File: src/rtl/temp_uart_reporter_pkg.sv
// Shared types and constants for the temperature-to-UART reporter.
package adt_uart_pkg;

  // Top-level message sequencing states
  typedef enum logic [2:0] {
    IDLE = 3'd0,
    LOAD = 3'd1,
    SEND = 3'd2,
    NEXT = 3'd3,
    DONE = 3'd4
  } state_t;

  localparam logic [7:0] PLUS  = 8'h2B;
  localparam logic [7:0] MINUS = 8'h2D;
  localparam logic [7:0] ZERO  = 8'h30;
  localparam logic [7:0] QMARK = 8'h3F;
  localparam logic [7:0] CR    = 8'h0D;
  localparam logic [7:0] LF    = 8'h0A;

  localparam int MSG_LEN = 6;

  // Digits 0-9 become '0'..'9'; any non-BCD nibble is flagged as '?'
  function automatic logic [7:0] bcd_to_ascii(input logic [3:0] digit);
    logic [7:0] result;
    if (digit > 4'd9) begin
      result = QMARK;
    end else begin
      result = ZERO + {4'd0, digit};
    end
    return result;
  endfunction

endpackage

File: src/rtl/uart_tx_byte.sv
// 8N1 byte transmitter: start bit, eight data bits LSB first, one stop bit.
module uart_tx_byte
  import adt_uart_pkg::*;
#(
  parameter int CLKS_PER_BIT = 868
) (
  input  logic       clk,
  input  logic       rst_n,
  input  logic       tx_start,
  input  logic [7:0] tx_data,
  output logic       txd,
  output logic       tx_busy,
  output logic       tx_done
);

  localparam int BW = $clog2(CLKS_PER_BIT);
  localparam logic [BW-1:0] BAUD_LAST = BW'(CLKS_PER_BIT - 1);
  // tx_done is raised one cycle early so it is visible during the last stop-bit cycle,
  // letting the sequencer queue the next byte with only a single gap cycle.
  localparam logic [BW-1:0] DONE_AT   = BW'(CLKS_PER_BIT - 2);

  logic [BW-1:0] baud_r;
  logic [3:0]    bit_r;
  logic [9:0]    shift_r;
  logic          txd_r;
  logic          busy_r;
  logic          done_r;

  // Frame shifter with baud and bit counters; line idles high
  always_ff @(posedge clk or negedge rst_n) begin
    if (!rst_n) begin
      baud_r  <= '0;
      bit_r   <= 4'd0;
      shift_r <= 10'h3FF;
      txd_r   <= 1'b1;
      busy_r  <= 1'b0;
      done_r  <= 1'b0;
    end else begin
      done_r <= 1'b0;
      if (!busy_r) begin
        baud_r <= '0;
        bit_r  <= 4'd0;
        if (tx_start) begin
          shift_r <= {1'b1, tx_data, 1'b0};
          txd_r   <= 1'b0;
          busy_r  <= 1'b1;
        end else begin
          txd_r <= 1'b1;
        end
      end else begin
        if ((bit_r == 4'd9) && (baud_r == DONE_AT)) begin
          done_r <= 1'b1;
        end
        if (baud_r == BAUD_LAST) begin
          baud_r <= '0;
          if (bit_r == 4'd9) begin
            busy_r <= 1'b0;
            txd_r  <= 1'b1;
          end else begin
            bit_r   <= bit_r + 4'd1;
            shift_r <= {1'b1, shift_r[9:1]};
            txd_r   <= shift_r[1];
          end
        end else begin
          baud_r <= baud_r + BW'(1);
        end
      end
    end
  end

  assign txd     = txd_r;
  assign tx_busy = busy_r;
  assign tx_done = done_r;

endmodule

File: src/rtl/temp_uart_reporter.sv
// Serialises each BCD temperature sample as "<sign><d><d><d>\r\n" over UART,
// with a one-deep newest-wins pending slot for samples arriving mid-message.
module temp_uart_reporter
  import adt_uart_pkg::*;
#(
  parameter int CLK_FREQ_HZ = 100_000_000,
  parameter int BAUD        = 115_200
) (
  input  logic        clk,
  input  logic        rst_n,
  input  logic        temp_valid,
  input  logic        temp_sign,
  input  logic [11:0] bcd_temp,
  output logic        uart_txd,
  output logic        busy,
  output logic        msg_done
);

  localparam int CLKS_PER_BIT = CLK_FREQ_HZ / BAUD;

  generate
    if (CLKS_PER_BIT < 4) begin : g_bad_baud
      $error("temp_uart_reporter: CLKS_PER_BIT must be at least 4");
    end
  endgenerate

  state_t      state_r;
  logic        msg_sign_r;
  logic [11:0] msg_bcd_r;
  logic        pend_r;
  logic        pend_sign_r;
  logic [11:0] pend_bcd_r;
  logic [2:0]  char_idx_r;
  logic        tx_start_r;
  logic [7:0]  tx_data_r;
  logic        busy_r;
  logic        msg_done_r;

  logic        tx_busy_s;
  logic        tx_done_s;

  // Character idx of the message for the given sample
  function automatic logic [7:0] char_at(input logic [2:0] idx, input logic sign,
                                         input logic [11:0] bcd);
    logic [7:0] c;
    case (idx)
      3'd0:    c = sign ? MINUS : PLUS;
      3'd1:    c = bcd_to_ascii(bcd[11:8]);
      3'd2:    c = bcd_to_ascii(bcd[7:4]);
      3'd3:    c = bcd_to_ascii(bcd[3:0]);
      3'd4:    c = CR;
      3'd5:    c = LF;
      default: c = LF;
    endcase
    return c;
  endfunction

  // Message sequencer, pending-sample capture and registered status outputs
  always_ff @(posedge clk or negedge rst_n) begin
    if (!rst_n) begin
      state_r     <= IDLE;
      msg_sign_r  <= 1'b0;
      msg_bcd_r   <= 12'h000;
      pend_r      <= 1'b0;
      pend_sign_r <= 1'b0;
      pend_bcd_r  <= 12'h000;
      char_idx_r  <= 3'd0;
      tx_start_r  <= 1'b0;
      tx_data_r   <= 8'h00;
      busy_r      <= 1'b0;
      msg_done_r  <= 1'b0;
    end else begin
      msg_done_r <= 1'b0;
      tx_start_r <= 1'b0;
      case (state_r)
        IDLE: begin
          if (temp_valid) begin
            msg_sign_r <= temp_sign;
            msg_bcd_r  <= bcd_temp;
            busy_r     <= 1'b1;
            state_r    <= LOAD;
          end else begin
            state_r <= IDLE;
          end
        end
        LOAD: begin
          if (!tx_busy_s) begin
            char_idx_r <= 3'd0;
            tx_data_r  <= char_at(3'd0, msg_sign_r, msg_bcd_r);
            tx_start_r <= 1'b1;
            state_r    <= SEND;
          end else begin
            state_r <= LOAD;
          end
        end
        SEND: begin
          if (tx_done_s) begin
            state_r <= NEXT;
            if (char_idx_r != 3'd5) begin
              tx_data_r  <= char_at(char_idx_r + 3'd1, msg_sign_r, msg_bcd_r);
              tx_start_r <= 1'b1;
            end
          end else begin
            state_r <= SEND;
          end
        end
        NEXT: begin
          if (char_idx_r == 3'd5) begin
            msg_done_r <= 1'b1;
            state_r    <= DONE;
          end else begin
            char_idx_r <= char_idx_r + 3'd1;
            state_r    <= SEND;
          end
        end
        DONE: begin
          if (temp_valid) begin
            msg_sign_r <= temp_sign;
            msg_bcd_r  <= bcd_temp;
            pend_r     <= 1'b0;
            state_r    <= LOAD;
          end else if (pend_r) begin
            msg_sign_r <= pend_sign_r;
            msg_bcd_r  <= pend_bcd_r;
            pend_r     <= 1'b0;
            state_r    <= LOAD;
          end else begin
            busy_r  <= 1'b0;
            state_r <= IDLE;
          end
        end
        default: begin
          busy_r  <= 1'b0;
          state_r <= IDLE;
        end
      endcase
      if (temp_valid && (state_r != IDLE) && (state_r != DONE)) begin
        pend_r      <= 1'b1;
        pend_sign_r <= temp_sign;
        pend_bcd_r  <= bcd_temp;
      end
    end
  end

  uart_tx_byte #(
    .CLKS_PER_BIT(CLKS_PER_BIT)
  ) u_tx (
    .clk     (clk),
    .rst_n   (rst_n),
    .tx_start(tx_start_r),
    .tx_data (tx_data_r),
    .txd     (uart_txd),
    .tx_busy (tx_busy_s),
    .tx_done (tx_done_s)
  );

  assign busy     = busy_r;
  assign msg_done = msg_done_r;

endmodule
File: config.mk
export PLATFORM = sky130hd
export DESIGN_NAME = temp_uart_reporter
export DESIGN_NICKNAME = d
export VERILOG_FILES = /design/src/rtl/temp_uart_reporter_pkg.sv /design/src/rtl/uart_tx_byte.sv /design/src/rtl/temp_uart_reporter.sv
export SDC_FILE = /design/constraint.sdc
export NUM_CORES = 1
export LEC_CHECK = 0
export CELL_PAD_IN_SITES_DETAIL_PLACEMENT = 1
export CELL_PAD_IN_SITES_GLOBAL_PLACEMENT = 1
export CORE_MARGIN = 5
export CORE_UTILIZATION = 30
export DETAILED_ROUTE_END_ITERATION = 6
export GPL_TIMING_DRIVEN = 0
export PLACE_DENSITY = 0.59
export SYNTH_ARGS = -nofsm -noshare
export SYNTH_HDL_FRONTEND = slang
export SYNTH_SLANG_ARGS = --single-unit
File: constraint.sdc
create_clock -name clk -period 2.7 [get_ports clk]
set_clock_uncertainty 0.05 [all_clocks]
set_input_delay 0.54 -clock clk [delete_from_list [all_inputs] [get_ports clk]]
set_output_delay 0.54 -clock clk [all_outputs]
set_load 0.01 [all_outputs]
After elaboration in Yosys (flattened, before gate mapping)
Cells that the tools add are included.
- register bits after elaboration: 71
- latch bits: 0
- RAM bits: 0
- ROM bits: 0
- input bits: 16
- output and inout bits: 3
- word-level logic and storage cells: 127
- memories: 0
- add/subtract/negate cells: 6
- multipliers: 0
- div/mod/pow operators: 0
- order comparisons: 3
- eq/ne operators: 24
- shift operators: 0
- mux-type cells: 58
- bitwise gates (word level): 1
- reductions and logical operators: 18
- operators with widths (operator ; count):
    10-bit two-way mux ; 6
    12-bit two-way mux ; 3
    7-bit one-hot mux with 5 select lines ; 1
    1-bit two-way mux ; 27
    8-bit two-way mux ; 3
    12-bit one-hot mux with 2 select lines ; 1
    6-bit by 4-bit adder with 7-bit output (first input constant) ; 3
    7-bit two-way mux ; 3
    10-bit equality test (second input constant) ; 2
    2-bit inequality test (second input constant) ; 8
    8-bit one-hot mux with 2 select lines ; 1
    3-bit one-hot mux with 5 select lines ; 1
    3-bit by 2-bit equality test with 1-bit output (second input constant) ; 4
    4-bit > comparator (second input constant) ; 3
    3-bit two-way mux ; 4
    4-bit two-way mux ; 3
    10-bit by 1-bit adder with 10-bit output (second input constant) ; 1
    2-bit nonzero test ; 5
    3-bit equality test (second input constant) ; 3
    3-bit inequality test (second input constant) ; 3
    3-bit AND reduction ; 3
    4-bit AND reduction ; 2
    3-bit by 1-bit equality test with 1-bit output (second input constant) ; 2
    3-bit logical NOT ; 2
    13 further kinds ; 16

Depth between registers and ports, before layout
- word-level depth: 6
- mapped depth: 7
- gate-level depth less buffers: 6

Modules after synthesis
From an unflattened synthesis, not the netlist that was laid out.
- cell total of the unflattened synthesis: 305
- area total of the unflattened synthesis: 3453.3 um^2
- modules (own cells, without submodules) (module ; times used ; cells each ; area each (um^2)):
    temp_uart_reporter ; 1 ; 189 ; 2139.6
    uart_tx_byte ; 1 ; 116 ; 1313.8

Worst setup path after synthesis
OpenSTA, ideal clock, no wires.
- path kind: register to register
- from: reg char_idx_r[0]
- to: reg tx_data_r[1]
- library setup time: 0.121 ns
- arrival time: 1.756 ns
- required time: 2.529 ns
- path slack: 0.773 ns
- cell stages (with the launch flop): 7
- buffers on the path: 0
- clock period less this slack: 1.927 ns
- cell sequence: dfrtp_1 ha_1 ha_1 o31a_1 o31ai_1 or3_1 a22o_1
- cells in the longest elaborated chain, start to end: 6
- elaborated cells between the ends (all ways): 13
- RTL lines (element ; RTL line ; source):
    from (decl) ; temp_uart_reporter.sv:33 ; logic [2:0] char_idx_r;
    from (signal assigned) ; temp_uart_reporter.sv:112 ; char_idx_r <= char_idx_r + 3'd1;
    3-bit by 1-bit adder with 3-bit output ; temp_uart_reporter.sv:100 ; tx_data_r <= char_at(char_idx_r + 3'd1, msg_sign_r, msg_bcd_r);
    3-bit equality test (tied with other cells) ; temp_uart_reporter.sv:46 ; case (idx)
    7-bit one-hot mux with 5 select lines ; temp_uart_reporter.sv:46 ;
    8-bit two-way mux ; temp_uart_reporter.sv:99 ; if (char_idx_r != 3'd5) begin
    8-bit two-way mux ; temp_uart_reporter.sv:97 ; if (tx_done_s) begin
    8-bit one-hot mux with 2 select lines ; temp_uart_reporter.sv:75 ; case (state_r)
    to (signal assigned) ; temp_uart_reporter.sv:89 ; tx_data_r <= char_at(3'd0, msg_sign_r, msg_bcd_r);
    to (signal assigned) ; temp_uart_reporter.sv:100 ;
    to (decl) ; temp_uart_reporter.sv:35 ; logic [7:0] tx_data_r;
Parallel ways exist; a longest one is shown, timed or not. The select of a mux whose other input is x is not followed.
A chain may end at the register's enable or synchronous reset.

Worst setup path after layout
Same ends and word-level chain as after synthesis.

==> flow_summary.yaml <==
outcome:
  status: "completed"
drt:
  drc: 0
  wl_per_cell_um: 14.27
  drt-total-wl_um: 6890
  viasPerCell: 4.886
  first_pass_iters: 4
  vias: 2360
  initialDrtViolationCount: 74
  ant_nets: 0
logic_synthesis:
  synth-seq-cells: 67
  synth_top_family_by_area: "simple AND/OR/NAND/NOR gates"
  synth-adder-area-share_pct: 3.755
  synth-xor-area-share_pct: 2.366
  syn_area_per_cell_um2: 10.78
  ys_seq_area_share_pct: 50.66
  muxShareOfSynthArea_pct: 13.03
  synth_nets: 335
  syn_inst: 309
  synth-edff-count: 0
  async_reset_ff_share_pct: 100.0
  yosysWarnings: 0
  synth-compound-area-share_pct: 12.58
  synth-simple-area-share_pct: 14.04
  synth_flop_cell: "dfrtp_1"
  synthDistinctLibCells: 54
  syn_area_um2: 3332
cts:
  cts_tree: "built"
  cts_max_level: 3
  ctsResizeCount: 0
  clockRootBuffer: "clkbuf_8"
  clk_pin_slew_ns: 0.08
  cts_made_buffers: 9
  post_cts_buffers: 0
  cts_buffer_depth: 2
  cts_sinks: 67
  postCtsHoldBufs: 0
  insertion_delay_ns: 0.36
die:
  io_pins: 19
  fp.coreArea_um2: 10840
  start_util_pct: 30.74
  dieHeight_um: 115.4
  dieArea_um2: 13310
  rows: 38
  dieWidth_um: 115.4
layout:
  fin_util_pct: 35.93
  n_fill_cell: 1216
  area_growth_pct: 16.90
  drive_gt1_share_pct: 18.37
  multi_input_area_um2: 1525
  stdcell_count: 483
  seqCellArea_um2: 1688
  layout.nets: 364
  num_antenna_cells: 0
placed_design:
  dp_hpwl_um: 4947
  port_buffers: 18
  routabilityCongestion: 0.7773
  post-place-ws_ns: 0.2399
  dp_cells: 467
power:
  ir_worst_vdd_mv: 0.2718
  power_frac_seq_pct: 51.1
  swShare_pct: 22.44
  p_int_mw: 1.617
  combPwrFrac_pct: 5.2
  p_sw_mw: 0.4677
  power_density_nw_per_um2: 535.2
  clkPwrFrac_pct: 43.8
  power.total_mw: 2.085
  power_leakage_nw: 1.649
global_routing:
  grt_max_degree: 68
  first_global_vias: 2533
  grt_usage_pct: 11.67
  grt_overflow: 0
  antenna_found_initial: 0
  grt_pass1_wl_um: 12250
setup_path:
  cp.arrival_ns: 2.31
  critPathCaptureType: "flop"
  cp-start-kind: "flop"
  required_ns: 2.90
  ff2ff_path_depth: 6
  worstSetupPathType: "flop to flop"
  path_max_fanout: 6
worst_hold_path:
  hp-class: "primary input to asynchronous set/reset pin"
sta:
  relSlewSlack_pct: 42.00
  worst_pin_slew_ns: 0.8700
  fmax_ghz: 0.4739
  post-route-period-util_pct: 78.15
  period_minus_slack_ns: 2.110
  finalSetupViolCount: 0
  setup_slack_ns: 0.5898
  rsz0062_at_grt: "false"
  slew_viol_final: 0
  hold_viol_final: 0
job:
  drv_cap: 0
==> power groups by stage <==
stage / registers [mW] / logic (mW) / clock network, mW
after floorplan: 1.08 / 0.0568 / 0
after global placement: 1.08 / 0.110 / 0
after detailed placement: 1.08 / 0.111 / 0
after CTS: 1.06 / 0.112 / 0.950
after global routing: 1.07 / 0.124 / 0.990
final: 1.06 / 0.108 / 0.912
==> layout by cell type, fill, tap and decap left out, types with 2 or more instances in the layout <==
cell / Yosys / final
a21o_1: 3 / 3
a21oi_1: 29 / 29
a22o_1: 4 / 4
a22oi_1: 2 / 2
and2_1: 3 / 3
and3_1: 2 / 2
buf_2: 5 / 5
buf_4: 2 / 3
bufinv_16: 0 / 2
clkbuf_1: 3 / 5
clkbuf_8: 0 / 9
clkdlybuf4s50_1: 0 / 17
clkinv_2: 0 / 2
dfrtp_1: 58 / 58
dfstp_2: 9 / 9
ha_1: 10 / 10
inv_1: 17 / 17
mux2_2: 25 / 25
mux2i_1: 13 / 13
nand2_1: 19 / 19
nand3_1: 7 / 7
nand3b_1: 2 / 2
nand4_1: 2 / 2
nor2_1: 31 / 31
nor3_1: 7 / 7
nor4_1: 2 / 2
o21ai_0: 11 / 11
o22ai_1: 4 / 4
or3_1: 3 / 3
xnor2_1: 7 / 7
xor2_1: 2 / 2
==> critical path: stages (launching register included) <==
cell and delay, ns:
dfrtp_1 0.43, ha_1 0.24, ha_1 0.39, o31a_1 0.24
o31ai_1 0.08, or3_1 0.38, a22o_1 0.18
==> synth_stat cells (all sizes together), types with 3 or more instances <==
cell | instances | share of area (%)
buf | 8 | 1.3
or3 | 3 | 0.56
nor4 | 3 | 1.0
a21o | 3 | 0.68
nor3 | 8 | 1.4
ha | 10 | 3.8
dfstp | 9 | 7.1
inv | 17 | 1.9
nand3 | 7 | 1.1
a22o | 4 | 1.1
dfrtp | 58 | 44
clkbuf | 3 | 0.34
mux2i | 14 | 4.6
a21oi | 29 | 4.4
o22ai | 4 | 0.75
xnor2 | 7 | 1.8
nor2 | 31 | 3.5
and2 | 3 | 0.56
mux2 | 25 | 8.4
nand2 | 19 | 2.1
o21ai | 12 | 1.8
==> worst paths after layout <==
kind,start,to,slack [ns]
worst max-delay path,char_idx_r[0]$_DFFE_PN0P_,tx_data_r[1]$_DFFE_PN0P_,0.59
worst min-delay path,rst_n,u_tx.baud_r[7]$_DFF_PN0_,0.20
worst max register to register,char_idx_r[0]$_DFFE_PN0P_,tx_data_r[1]$_DFFE_PN0P_,0.59
worst min register to register,tx_data_r[4]$_DFFE_PN0P_,tx_data_r[4]$_DFFE_PN0P_,0.43
max in group asynchronous,rst_n,pend_bcd_r[6]$_DFFE_PN0P_,1.78
min in group clk,tx_data_r[4]$_DFFE_PN0P_,tx_data_r[4]$_DFFE_PN0P_,0.43
==> state kept, by name, summed over array words and instances (netlist names), 3 cells and up <==
name and flops:
msg_bcd_r 12, pend_bcd_r 12, u_tx.shift_r 8, char_idx_r 3, state_r 3, u_tx.baud_r 10
u_tx.bit_r 4, tx_data_r 6
==> layer usage <==
layer	track usage (%)	wire, µm
met5	0	0
met2	19.29	3348
met4	4.930	136
met3	3.263	231
met1	14.29	3175
==> layout make-up <==
class / count / share of cell area (%)
sequential: 67 / 43.33
multi-input combinational: 214 / 39.16
timing repair buffer: 18 / 4.562
tap: 140 / 4.497
clock buffer: 11 / 3.373
clock inverter: 5 / 2.024
inverter: 17 / 1.638
buffer: 11 / 1.413
==> stage by stage <==
step                      cell area [µm²]  setup TNS, ns  hold slack, ns
after global placement               3687         -83.73          0.4190
after CTS                            3895              0          0.2629
after global routing                 3895              0          0.3144
after detailed placement             3685              0          0.4274
final                                3895              0          0.1985
after floorplan                      3332              0          0.1944
==> cells by family after synthesis <==
family,after synthesis
compound gates,68
xor+xnor,9
fa+ha+maj,10
buf+inv,28
flops,67
mux,39
simple gates,88
Note: power is estimated with default switching activity, not from simulation.
